## config.mk

```make
export PLATFORM = sky130hd
export DESIGN_NAME = fetch_pair
export DESIGN_NICKNAME = d
export VERILOG_FILES = /design/src/rtl/fetch_pair.sv
export SDC_FILE = /design/constraint.sdc
export NUM_CORES = 1
export LEC_CHECK = 0
export BUFFER_PORTS_ARGS = -buffer_cell sky130_fd_sc_hd__buf_2
export CAP_MARGIN = 10
export CORE_ASPECT_RATIO = 0.6
export CORE_MARGIN = 2
export CORE_UTILIZATION = 40
export CTS_CLUSTER_SIZE = 40
export DETAILED_ROUTE_END_ITERATION = 6
export SLEW_MARGIN = 20
export SYNTH_ARGS = -nofsm -noshare
export SYNTH_HDL_FRONTEND = slang
export SYNTH_SLANG_ARGS = --single-unit
export TNS_END_PERCENT = 30
```

## constraint.sdc

```tcl
create_clock -name clk -period 8.76 [get_ports clk]
set_input_delay 0 -clock clk [delete_from_list [all_inputs] [get_ports clk]]
set_output_delay 0 -clock clk [all_outputs]
set_load 0.02 [all_outputs]
```

## src/rtl/fetch_pair.sv

```systemverilog
// Dual-issue fetch stage: requests instruction pairs, buffers them in a DEPTH-pair queue and
// presents the head pair to decode with valid/ready; stops at the first zero word, done when drained.
module fetch_pair #(
    parameter int unsigned DEPTH    = 4,
    parameter logic [31:0] PC_RESET = 32'h0,
    parameter logic [31:0] NOP_WORD = 32'h13
) (
    input  logic        clk,
    input  logic        rst_n,
    output logic        imem_req,
    output logic [31:0] imem_addr_1,
    output logic [31:0] imem_addr_2,
    input  logic [31:0] imem_data_1,
    input  logic [31:0] imem_data_2,
    output logic        out_valid,
    input  logic        out_ready,
    output logic [31:0] instr_1,
    output logic [31:0] instr_2,
    output logic [31:0] pc_1,
    output logic        done
);
    localparam int unsigned AW = $clog2(DEPTH);
    localparam int unsigned CW = AW + 1;
    localparam logic [CW:0] L_DEPTH = (CW + 1)'(DEPTH);

    typedef enum logic [1:0] {
        S_FETCH = 2'd0,
        S_DRAIN = 2'd1,
        S_DONE  = 2'd2
    } state_t;

    typedef struct packed {
        logic [31:0] instr_1;
        logic [31:0] instr_2;
        logic [31:0] pc;
    } pair_t;

    state_t        r_state;
    state_t        w_state_nxt;
    logic [31:0]   r_pc;
    logic [31:0]   r_req_pc;
    logic          r_inflight;
    logic [CW-1:0] r_count;
    logic [AW-1:0] r_rd_ptr;
    logic [AW-1:0] r_wr_ptr;
    pair_t         r_mem [DEPTH];

    logic          w_pop;
    logic          w_push;
    logic          w_req;
    logic          w_resp;
    logic [CW:0]   w_credit_use;
    pair_t         w_push_dat;
    pair_t         w_head;

    assign w_pop  = (r_count != '0) && out_ready;
    assign w_resp = r_inflight && (r_state == S_FETCH);

    // Slots already committed (queued + returning) after this cycle's pop must leave room for one more pair.
    assign w_credit_use = {1'b0, r_count} + {{CW{1'b0}}, r_inflight} - {{CW{1'b0}}, w_pop};
    assign w_req        = rst_n && (r_state == S_FETCH) && (w_credit_use < L_DEPTH);

    always_comb begin
        w_state_nxt        = r_state;
        w_push             = 1'b0;
        w_push_dat.instr_1 = imem_data_1;
        w_push_dat.instr_2 = imem_data_2;
        w_push_dat.pc      = r_req_pc;
        case (r_state)
            S_FETCH: begin
                if (w_resp) begin
                    if (imem_data_1 == '0) begin
                        w_state_nxt = S_DRAIN;
                    end else if (imem_data_2 == '0) begin
                        w_push             = 1'b1;
                        w_push_dat.instr_2 = NOP_WORD;
                        w_state_nxt        = S_DRAIN;
                    end else begin
                        w_push = 1'b1;
                    end
                end
            end
            S_DRAIN: begin
                if (r_count == {{AW{1'b0}}, w_pop}) begin
                    w_state_nxt = S_DONE;
                end
            end
            S_DONE: begin
                w_state_nxt = S_DONE;
            end
            default: begin
                w_state_nxt = S_FETCH;
            end
        endcase
    end

    always_ff @(posedge clk) begin
        if (!rst_n) begin
            r_state    <= S_FETCH;
            r_pc       <= PC_RESET;
            r_req_pc   <= PC_RESET;
            r_inflight <= 1'b0;
            r_count    <= '0;
            r_rd_ptr   <= '0;
            r_wr_ptr   <= '0;
        end else begin
            r_state    <= w_state_nxt;
            r_inflight <= w_req;
            if (w_req) begin
                r_pc     <= r_pc + 32'd8;
                r_req_pc <= r_pc;
            end
            if (w_push) begin
                r_wr_ptr <= r_wr_ptr + AW'(1);
            end
            if (w_pop) begin
                r_rd_ptr <= r_rd_ptr + AW'(1);
            end
            case ({w_push, w_pop})
                2'b10:   r_count <= r_count + CW'(1);
                2'b01:   r_count <= r_count - CW'(1);
                default: r_count <= r_count;
            endcase
        end
    end

    // Storage needs no reset: an empty queue masks the head outputs.
    always_ff @(posedge clk) begin
        if (rst_n && w_push) begin
            r_mem[r_wr_ptr] <= w_push_dat;
        end
    end

    assign w_head      = r_mem[r_rd_ptr];
    assign out_valid   = (r_count != '0);
    assign instr_1     = out_valid ? w_head.instr_1 : 32'h0;
    assign instr_2     = out_valid ? w_head.instr_2 : 32'h0;
    assign pc_1        = out_valid ? w_head.pc : 32'h0;
    assign imem_req    = w_req;
    assign imem_addr_1 = r_pc;
    assign imem_addr_2 = r_pc + 32'd4;
    assign done        = (r_state == S_DONE);

endmodule
```

-- Word-level counts from Yosys, hierarchy flattened
Memory sizes are Yosys's and may differ from the RTL's. A register that Yosys moved wholly into a read port is not among the register bits.
Cells that the tools add are included.
- flip-flop bits (word level): 74
- RAM bits: 384
- output and inout port bits: 163
- logic and storage cells: 56
- memories: 1
- add/sub/neg operators: 8
- order comparisons: 1
- equal/unequal tests: 8
- multiplexer cells: 20
- reduce and logical (&&, ||, !) cells: 11
- memories (name ; depth ; bits a word ; rd ports ; clocked after Yosys merged registers in ; write ports ; RTL line ; source):
    r_mem ; 4 ; 96 ; 1 ; 1 ; 1 ; 46 ; pair_t r_mem [DEPTH];
- operator list (cell ; count):
    $mux 32 ; 7
    $logic_not 32->1 ; 2
    $add 32x3->32 const B ; 1
    $add 32x4->32 const B ; 1
    $mux 2 ; 6
    $pmux 2 s3 ; 1
    $pmux 3 s2 ; 1
    $logic_and 1x1->1 ; 5
    $mux 1 ; 5
    $add 2x1->2 const B ; 2
    $add 3x1->4 ; 1
    $eq 2x1->1 const B ; 2
    $eq 2x2->1 const B ; 2
    $lt 4x3->1 const B ; 1
    $ne 2x2->1 const B ; 2
    $sub 4x1->4 ; 1
    $add 3x1->3 const B ; 1
    $eq 3x1->1 ; 1
    $ne 3x1->1 const B ; 1
    $reduce_and 3->1 ; 1
    $reduce_bool 3->1 ; 1
    $sub 3x1->3 const B ; 1
    $logic_not 2->1 ; 1
    $reduce_bool 2->1 ; 1

-- Longest topological paths before layout
Gate-level depths: netlist of run 1.
- depth in word-level cells: 7
- mapped depth: 12

-- Worst setup path after synthesis of run 1
No wires, ideal clock.
- path type: reg2reg
- start point: reg r_state[0]
- end point: mem r_mem[0][10] (netlist name) (enable)
- setup time: 0.463 ns
- arrival: 3.122 ns
- slack: 5.176 ns
- cell stages (with the launch flop): 5
- buffers on the path: 0
- clock period less this slack: 3.584 ns
- path through: dfxtp_1 -> inv_1 -> ha_1 -> o211a_1 -> and3_1
- word-level cells in the longest chain between the ends: 7
- RTL lines (item ; RTL line ; source):
    start: declaration ; 38 ; state_t r_state;
    start signal: assignment ; 107 ; r_state <= w_state_nxt;
    $logic_not 2->1 * ; 57, 69 ;
    $logic_and 1x1->1 ; 57 ; assign w_resp = r_inflight && (r_state == S_FETCH);
    $mux 1 ; 71 ; if (w_resp) begin
    $mux 1 * ; 69 ; case (r_state)
    $logic_and 1x1->1 * ; 129 ; if (rst_n && w_push) begin
    $mux 1 * ; 129 ;
    $mux 1 (not written as such) * ; 130 ; r_mem[r_wr_ptr] <= w_push_dat;
    end: declaration ; 46 ;
Mark *: on every way between the ends. The rest lies on a longest branch, timed or not.

-- Worst setup path after layout of run 1
- start point: reg r_count[2]
- end point: out imem_req
- word-level cells in the longest chain between the ends: 5
- elaborated cells between the ends (all ways): 6
- classes of those cells: add/sub: 2; order compare: 1; reduce/logical: 3
- RTL lines (item ; RTL line ; source):
    start: declaration ; 43 ; logic [CW-1:0] r_count;
    start signal: assignment ; 120 ; 2'b10: r_count <= r_count + CW'(1);
    start signal: assignment ; 121 ; 2'b01: r_count <= r_count - CW'(1);
    start signal: assignment ; 122 ; default: r_count <= r_count;
    $reduce_bool 3->1 ; 56 ; assign w_pop = (r_count != '0) && out_ready;
    $logic_and 1x1->1 ; 56 ;
    via w_pop ; 48 ; logic w_pop;
    $sub 4x1->4 ; 60 ; assign w_credit_use = {1'b0, r_count} + {{CW{1'b0}}, r_inflight} - {{CW{1'b0}}, w_pop};
    $lt 4x3->1 ; 61 ; assign w_req = rst_n && (r_state == S_FETCH) && (w_credit_use < L_DEPTH);
    $logic_and 1x1->1 ; 61 ;
    end: declaration ; 10 ; output logic imem_req,
The timed path passes the listed nets, and every way through them passes these cells.

==> results of run 1 <==
==> worst reg2reg max path, delay by kind of cell (launching register included) <==
family,cells,cell delay [ns]
and+or+nand+nor,6,1.84
adders and majority gates,2,0.41
DFF,1,0.36
AOI/OAI and AO/OA,1,0.17
buffers and inverters,2,0.80
==> final timing paths <==
kind | end | slack, ns | cells past startpoint
worst max-delay path | imem_req | 4.61 | 10
worst min-delay path | r_mem[0][56] | 0.21 | 2
worst max register to register | r_req_pc[5] | 5.07 | 11
worst min register to register | r_mem[0][8] | 0.50 | 0
==> metrics by stage <==
stage	hold slack, ns	setup WS (ns)	instance area (sq um)	cells
2_1_floorplan	0.0989	5.18	17700	1064
3_3_place_gp	0.232	4.81	19000	1759
3_5_place_dp	0.233	4.71	19000	1759
4_1_cts	0.181	4.15	21000	1898
5_1_grt	0.202	4.30	21000	1899
6_report	0.212	4.61	21000	1899
==> cells by family after synthesis <==
group	synth area share
DFF	0.712
and+or+nand+nor	0.0857
buffers and inverters	0.0373
AOI/OAI and AO/OA	0.0322
muxes	0.119
adders and majority gates	0.0103
xor gates and xnor gates	0.00298
other	0.000425
==> routing by layer <==
layer | track usage | vias up
met3 | 0.0339 | 48
met5 | 0 | -
met1 | 0.245 | 4965
li1 | - | 4476
met2 | 0.259 | 252
met4 | 0.0371 | 0
==> sequential cells by signal, indices dropped and copies added, names as in the netlist, named ones only <==
name and cells:
r_rd_ptr 2, imem_addr_1 29, r_inflight 1, r_mem 372, r_state 2, r_wr_ptr 2
r_count 3, r_req_pc 29
==> layout make-up <==
type / instances / area, sq um
clock buffers: 53 / 1140
clock inverters: 20 / 138
fillers: 3674 / 22500
inverters: 20 / 75.1
multi-input cells: 488 / 4490
flip-flops and latches: 442 / 12600
well taps: 579 / 724
repair buffers: 297 / 1860
==> power by group through the flow <==
stage	combinational (mW)	sequential [mW]	clock, mW
global route	1.70	2.58	1.84
global placement	1.57	2.61	0
CTS	1.60	2.57	1.75
floorplan	1.12	2.56	0
detailed placement	1.57	2.61	0
finish	1.57	2.56	1.71
==> placed cells by master, fill, tap and decap left out, drive strengths merged, types with 5 or more instances in the layout <==
cell type / n
and2: 95
or4: 9
buf: 231
conb: 9
nor2: 13
o31ai: 12
o21ai: 16
inv: 20
dfxtp: 70
nand3: 10
nand2: 77
a21oi: 52
dlygate4sd3: 66
or2: 5
and3: 5
ha: 13
mux4: 93
o21a: 7
nor4: 20
edfxtp: 372
or3: 14
clkbuf: 53
nand4: 12
clkinv: 18
==> flow_summary.rst, run 1 <==
.. list-table::
   :header-rows: 1

   * - Metric
     - Value
   * - Result of the run
     - finished clean
   * - Net Sw Frac
     - 0.304
   * - # nets final
     - 1372
   * - Total power draw
     - 5.83 mW
   * - Cell Int Power
     - 4.06 mW
   * - Static leakage
     - 7.27 nW
   * - Clock latency on the worst-skew pair
     - 0.56 ns
   * - Number of maximum-capacitance constraint violations
     - 0
   * - Combined buffer and inverter count along the critical path
     - 3
   * - Peak supply drop
     - 0.156 mV
   * - Proportion of synthesized chip area in sequential cells
     - 0.712
   * - Startpoint of the lowest-slack hold path
     - imem_data_2[24]
   * - Cts bufs inserted
     - 42
   * - Detailed-route wire length
     - 38.6 mm
   * - Reg2reg start
     - r_count[2]
   * - Final worst path period need
     - 4.15 ns
   * - Router iterations before antenna repair
     - 5
   * - Post-Syn Area
     - 17700 sq um
   * - Capturing element type of the critical path
     - output port
   * - Number of antenna cells inserted
     - 0
   * - Setup violators final
     - 0
   * - Final core occ
     - 0.483
   * - Initial antenna violation count
     - 1
   * - Share of total power in sequential cells
     - 0.439
   * - Crit path launch
     - r_count[2]
   * - Share of the synthesized area in the top cell type
     - 0.633
   * - Proportion of power drawn by combinational gates
     - 0.268
   * - Clock Pin Slew Worst Setup and Hold Paths
     - 0.06 ns
   * - Class of the worst hold path
     - in -> reg
   * - Via count
     - 9741
   * - CTS Hold Buffers Added
     - 66
   * - Detailed Route Iter0 Violations
     - 743
   * - Synth top area cells
     - edfxtp_1, mux4_2, dfxtp_1
   * - Post-Syn Area per Cell
     - 16.7 sq um
   * - NetSw
     - 1.77 mW
   * - Die boundary height
     - 167 microns
   * - Number of input and output port buffers inserted
     - 220
   * - Number of hold violations in the final report
     - 0
   * - Data arrival, critical path
     - 4.15 ns
   * - Routed length per placed instance
     - 20.3 microns
   * - Via count of the first global-routing pass
     - 9647
   * - Worst Path Max Fanout
     - 42
   * - Most instantiated cells after synthesis
     - edfxtp_1, and2_1, mux4_2
   * - Number of warning messages in the yosys log
     - 0
   * - Gates resized, CTS repair
     - 0
   * - Post-synthesis register bit count
     - 442
   * - Count of different cell masters after synthesis
     - 44
   * - Number of vias per cell after detailed routing
     - 5.13
   * - Highest routed layer
     - met4
   * - Routability Congestion
     - 0.779
   * - Largest area contributor in the netlist
     - edfxtp_1
   * - Number of remaining DRC errors
     - 0
   * - Pin count of the biggest net entering global routing
     - 96
   * - Boundary Pins
     - 230
   * - Placeable core area
     - 43500 sq um
   * - FFs w/ async S/R, synth
     - 0
   * - Most frequently used flop master after synthesis
     - edfxtp_1
   * - Chip Width
     - 275 microns
   * - Detailed-routing wirelength on met1
     - 17.8 mm
   * - Clock tree root driver cell
     - clkbuf_16
   * - Overall die area
     - 45900 sq um
   * - Total met2 wirelength after detailed routing
     - 17.9 mm
   * - CP cell instances
     - or3_4 > and2_1 > ha_1 > inv_1 > ha_1 > and3b_1 > nor4_4 > nor3_2 > inv_1 > buf_2
   * - Power density cells
     - 278 nW/um^2
   * - Overflow after GRT
     - 0
   * - Data required time at the worst endpoint
     - 8.76 ns
   * - Worst setup SP type
     - register
   * - Total count of max-transition violations in the final report
     - 0
   * - Max-Slew Margin vs Limit
     - 0.299
   * - Relative area change from synthesis to final layout
     - 19.0%
   * - Slowest stage cell on the critical path
     - inv_1
   * - Worst setup skew after layout
     - 0.0357 ns
   * - HPWL after detailed placement
     - 23.1 mm
   * - Aggregate global-route resource usage
     - 0.167
   * - Clock net sink count
     - 442
   * - Family of cells with the greatest summed delay on the critical path
     - simple AND/OR/NAND/NOR gates
   * - Setup repair after global routing missed its margin
     - false
   * - Highest attainable clock frequency
     - 241 MHz
   * - Fraction of the cycle the final worst path needs
     - 0.474
   * - TritonCTS clock tree
     - done
   * - Buffers inserted by post-CTS timing repair
     - 0
   * - Number of synthesized flops with an enable pin
     - 372
   * - Total Neg Setup Slack
     - 0 ns
   * - Fraction of final layout cells sized beyond drive strength 1
     - 0.305
   * - Total met3 wirelength after detailed routing
     - 2.18 mm
   * - Buffer depth of the longest clock path
     - 3
   * - First-pass GRT wire length
     - 58.6 mm
   * - Rows
     - 59
   * - Slowest cell delay on critical path
     - 0.75 ns
   * - Library cell with the highest instance count after synthesis
     - edfxtp_1
   * - Final ANT Viol Nets
     - 0
   * - Cell count after synthesis
     - 1057
   * - Clock Power Share
     - 0.292
   * - H-Tree Depth
     - 2
   * - Tightest Pin Transition
     - 1.05 ns
   * - Classification of the worst setup path
     - reg -> out
   * - Effective utilization at floorplan
     - 0.406
Note: power is estimated with default switching activity, not from simulation.
==> run 2, diff against run 1 <==
==> constraint.sdc (replaced) <==
create_clock -name clk -period 4.25 [get_ports clk]
set_input_delay 0 -clock clk [delete_from_list [all_inputs] [get_ports clk]]
set_output_delay 0 -clock clk [all_outputs]
set_load 0.02 [all_outputs]
==> flow_summary.rst, run 2 (synthesized netlist as in run 1, its figures left out) <==
.. list-table::
   :header-rows: 1

   * - Metric
     - Value
   * - Overflow after GRT
     - 0
   * - Buffers inserted by post-CTS timing repair
     - 0
   * - Aggregate global-route resource usage
     - 0.173
   * - Final ANT Viol Nets
     - 0
   * - Final worst path period need
     - 3.34 ns
   * - Boundary Pins
     - 230
   * - Detailed-route wire length
     - 39.1 mm
   * - Via count of the first global-routing pass
     - 9976
   * - Total Neg Setup Slack
     - 0 ns
   * - # nets final
     - 1377
   * - Count of cells along the worst hold path
     - 2
   * - Routability Congestion
     - 0.761
   * - Detailed Route Iter0 Violations
     - 761
   * - Overall die area
     - 45900 sq um
   * - Number of cells traversed by the worst register-to-register path
     - 10
   * - HPWL after detailed placement
     - 23.4 mm
   * - Gates resized, CTS repair
     - 0
   * - Result of the run
     - finished clean
   * - Peak supply drop
     - 0.373 mV
   * - First-pass GRT wire length
     - 60.5 mm
   * - Number of flip-flops in the largest register
     - 372
   * - Fraction of final layout cells sized beyond drive strength 1
     - 0.312
   * - Tightest Pin Transition
     - 1.07 ns
   * - Routed length per placed instance
     - 20.5 microns
   * - Number of hold violations in the final report
     - 0
   * - Number of input and output port buffers inserted
     - 220
   * - Number of antenna cells inserted
     - 0
   * - Largest reg by FF count
     - r_mem
   * - Worst R2R Setup Slack
     - 1.10 ns
   * - Number of remaining DRC errors
     - 0
   * - Classification of the worst setup path
     - reg -> out
   * - Static leakage
     - 7.35 nW
   * - Relative area change from synthesis to final layout
     - 19.9%
   * - Clock tree root driver cell
     - clkbuf_16
   * - Total count of max-transition violations in the final report
     - 0
   * - Data required time at the worst endpoint
     - 4.25 ns
   * - Via count
     - 9809
   * - Worst setup skew after layout
     - 0.0189 ns
   * - Die boundary height
     - 167 microns
   * - Top library cells by usage in the layout, fill and taps aside
     - edfxtp_1, buf_2, and2_1, mux4_2, nand2_1
   * - Cts bufs inserted
     - 42
   * - Clock Pin Slew Worst Setup and Hold Paths
     - 0.06 ns
   * - Setup repair after global routing missed its margin
     - false
   * - Placeable core area
     - 43500 sq um
   * - Effective utilization at floorplan
     - 0.406
   * - Max-Slew Margin vs Limit
     - 0.283
   * - Number of maximum-capacitance constraint violations
     - 0
   * - Setup violators final
     - 0
   * - H-Tree Depth
     - 2
   * - Data arrival, critical path
     - 3.34 ns
   * - Pin count of the biggest net entering global routing
     - 95
   * - Class of the worst hold path
     - in -> reg
   * - Number of vias per cell after detailed routing
     - 5.15
   * - Rows
     - 59
   * - Worst Hold Margin
     - 0.220 ns
   * - Clock latency on the worst-skew pair
     - 0.55 ns
   * - Fraction of the cycle the final worst path needs
     - 0.787
   * - TritonCTS clock tree
     - done
   * - Chip Width
     - 275 microns
   * - Power density cells
     - 579 nW/um^2
   * - Worst setup SP type
     - register
   * - Most common library cell in the layout ignoring fill and taps
     - edfxtp_1
   * - Router iterations before antenna repair
     - 5
   * - Initial antenna violation count
     - 0
   * - Highest attainable clock frequency
     - 299 MHz
   * - Capturing element type of the critical path
     - output port
   * - Buffer depth of the longest clock path
     - 3
   * - Worst Path Max Fanout
     - 14
   * - Clock net sink count
     - 442
   * - CTS Hold Buffers Added
     - 66
-- run 2: cell count changes in the layout (fill, tap and decap cells not counted), sizes merged --
| cell | change |
|---|---|
| bufinv | +2 |
| clkinv | -6 |
| clkbuf | +5 |
| inv | +1 |
| buf | +5 |
-- run 2: layout make-up --
type / instances / area (sq um)
tap: 579 / 724
clock inverter: 17 / 170
inverter: 20 / 75.1
sequential: 442 / 12600
clock buffer: 58 / 1190
multi-input combinational: 488 / 4490
timing repair buffer: 302 / 1940
fill: 3662 / 22300
-- run 2: worst max-delay path: stages (launching register included) --
cell and delay [ns]:
dfxtp_1 0.36, or3_4 0.40, and2_1 0.21, ha_1 0.19
inv_1 0.05, ha_1 0.21, and3b_1 0.23, nor4_4 0.40
nor3_2 0.09, inv_1 0.36, buf_2 0.28
-- run 2: layer usage --
layer	vias up	global-route usage	share of wire
met1	5042	0.258	0.47
met2	239	0.265	0.46
met3	42	0.0333	0.051
li1	4486	-	-
met5	-	0	0
met4	0	0.0336	0.015
-- run 2: path summary, 6_finish.rpt --
| path | startpoint | end |
|---|---|---|
| setup / recovery | r_count[2] | imem_req |
| hold / removal | imem_data_2[18] | r_mem[2][50] |
| setup reg to reg | r_count[2] | imem_addr_1[30] |
| hold reg to reg | r_req_pc[21] | r_req_pc[21] |
-- run 2: metrics by stage --
step,area [sq um],setup slack [ns],power (mW),cells,utilization
finish,21200,0.906,12.3,1906,0.487
global route,21200,0.690,12.9,1906,0.487
CTS,21200,0.825,12.5,1906,0.487
detailed placement,19200,1.15,8.69,1765,0.441
global placement,19200,1.16,8.65,1765,0.441
floorplan,17700,0.666,7.59,1064,-
-- run 2: report_power, final --
| part | internal [mW] | switching [mW] | total, mW | leakage, nW |
|---|---|---|---|---|
| clock | 2.15 | 1.57 | 3.72 | 0.671 |
| combinational | 1.36 | 1.91 | 3.28 | 2.65 |
| sequential | 5.08 | 0.198 | 5.27 | 4.03 |
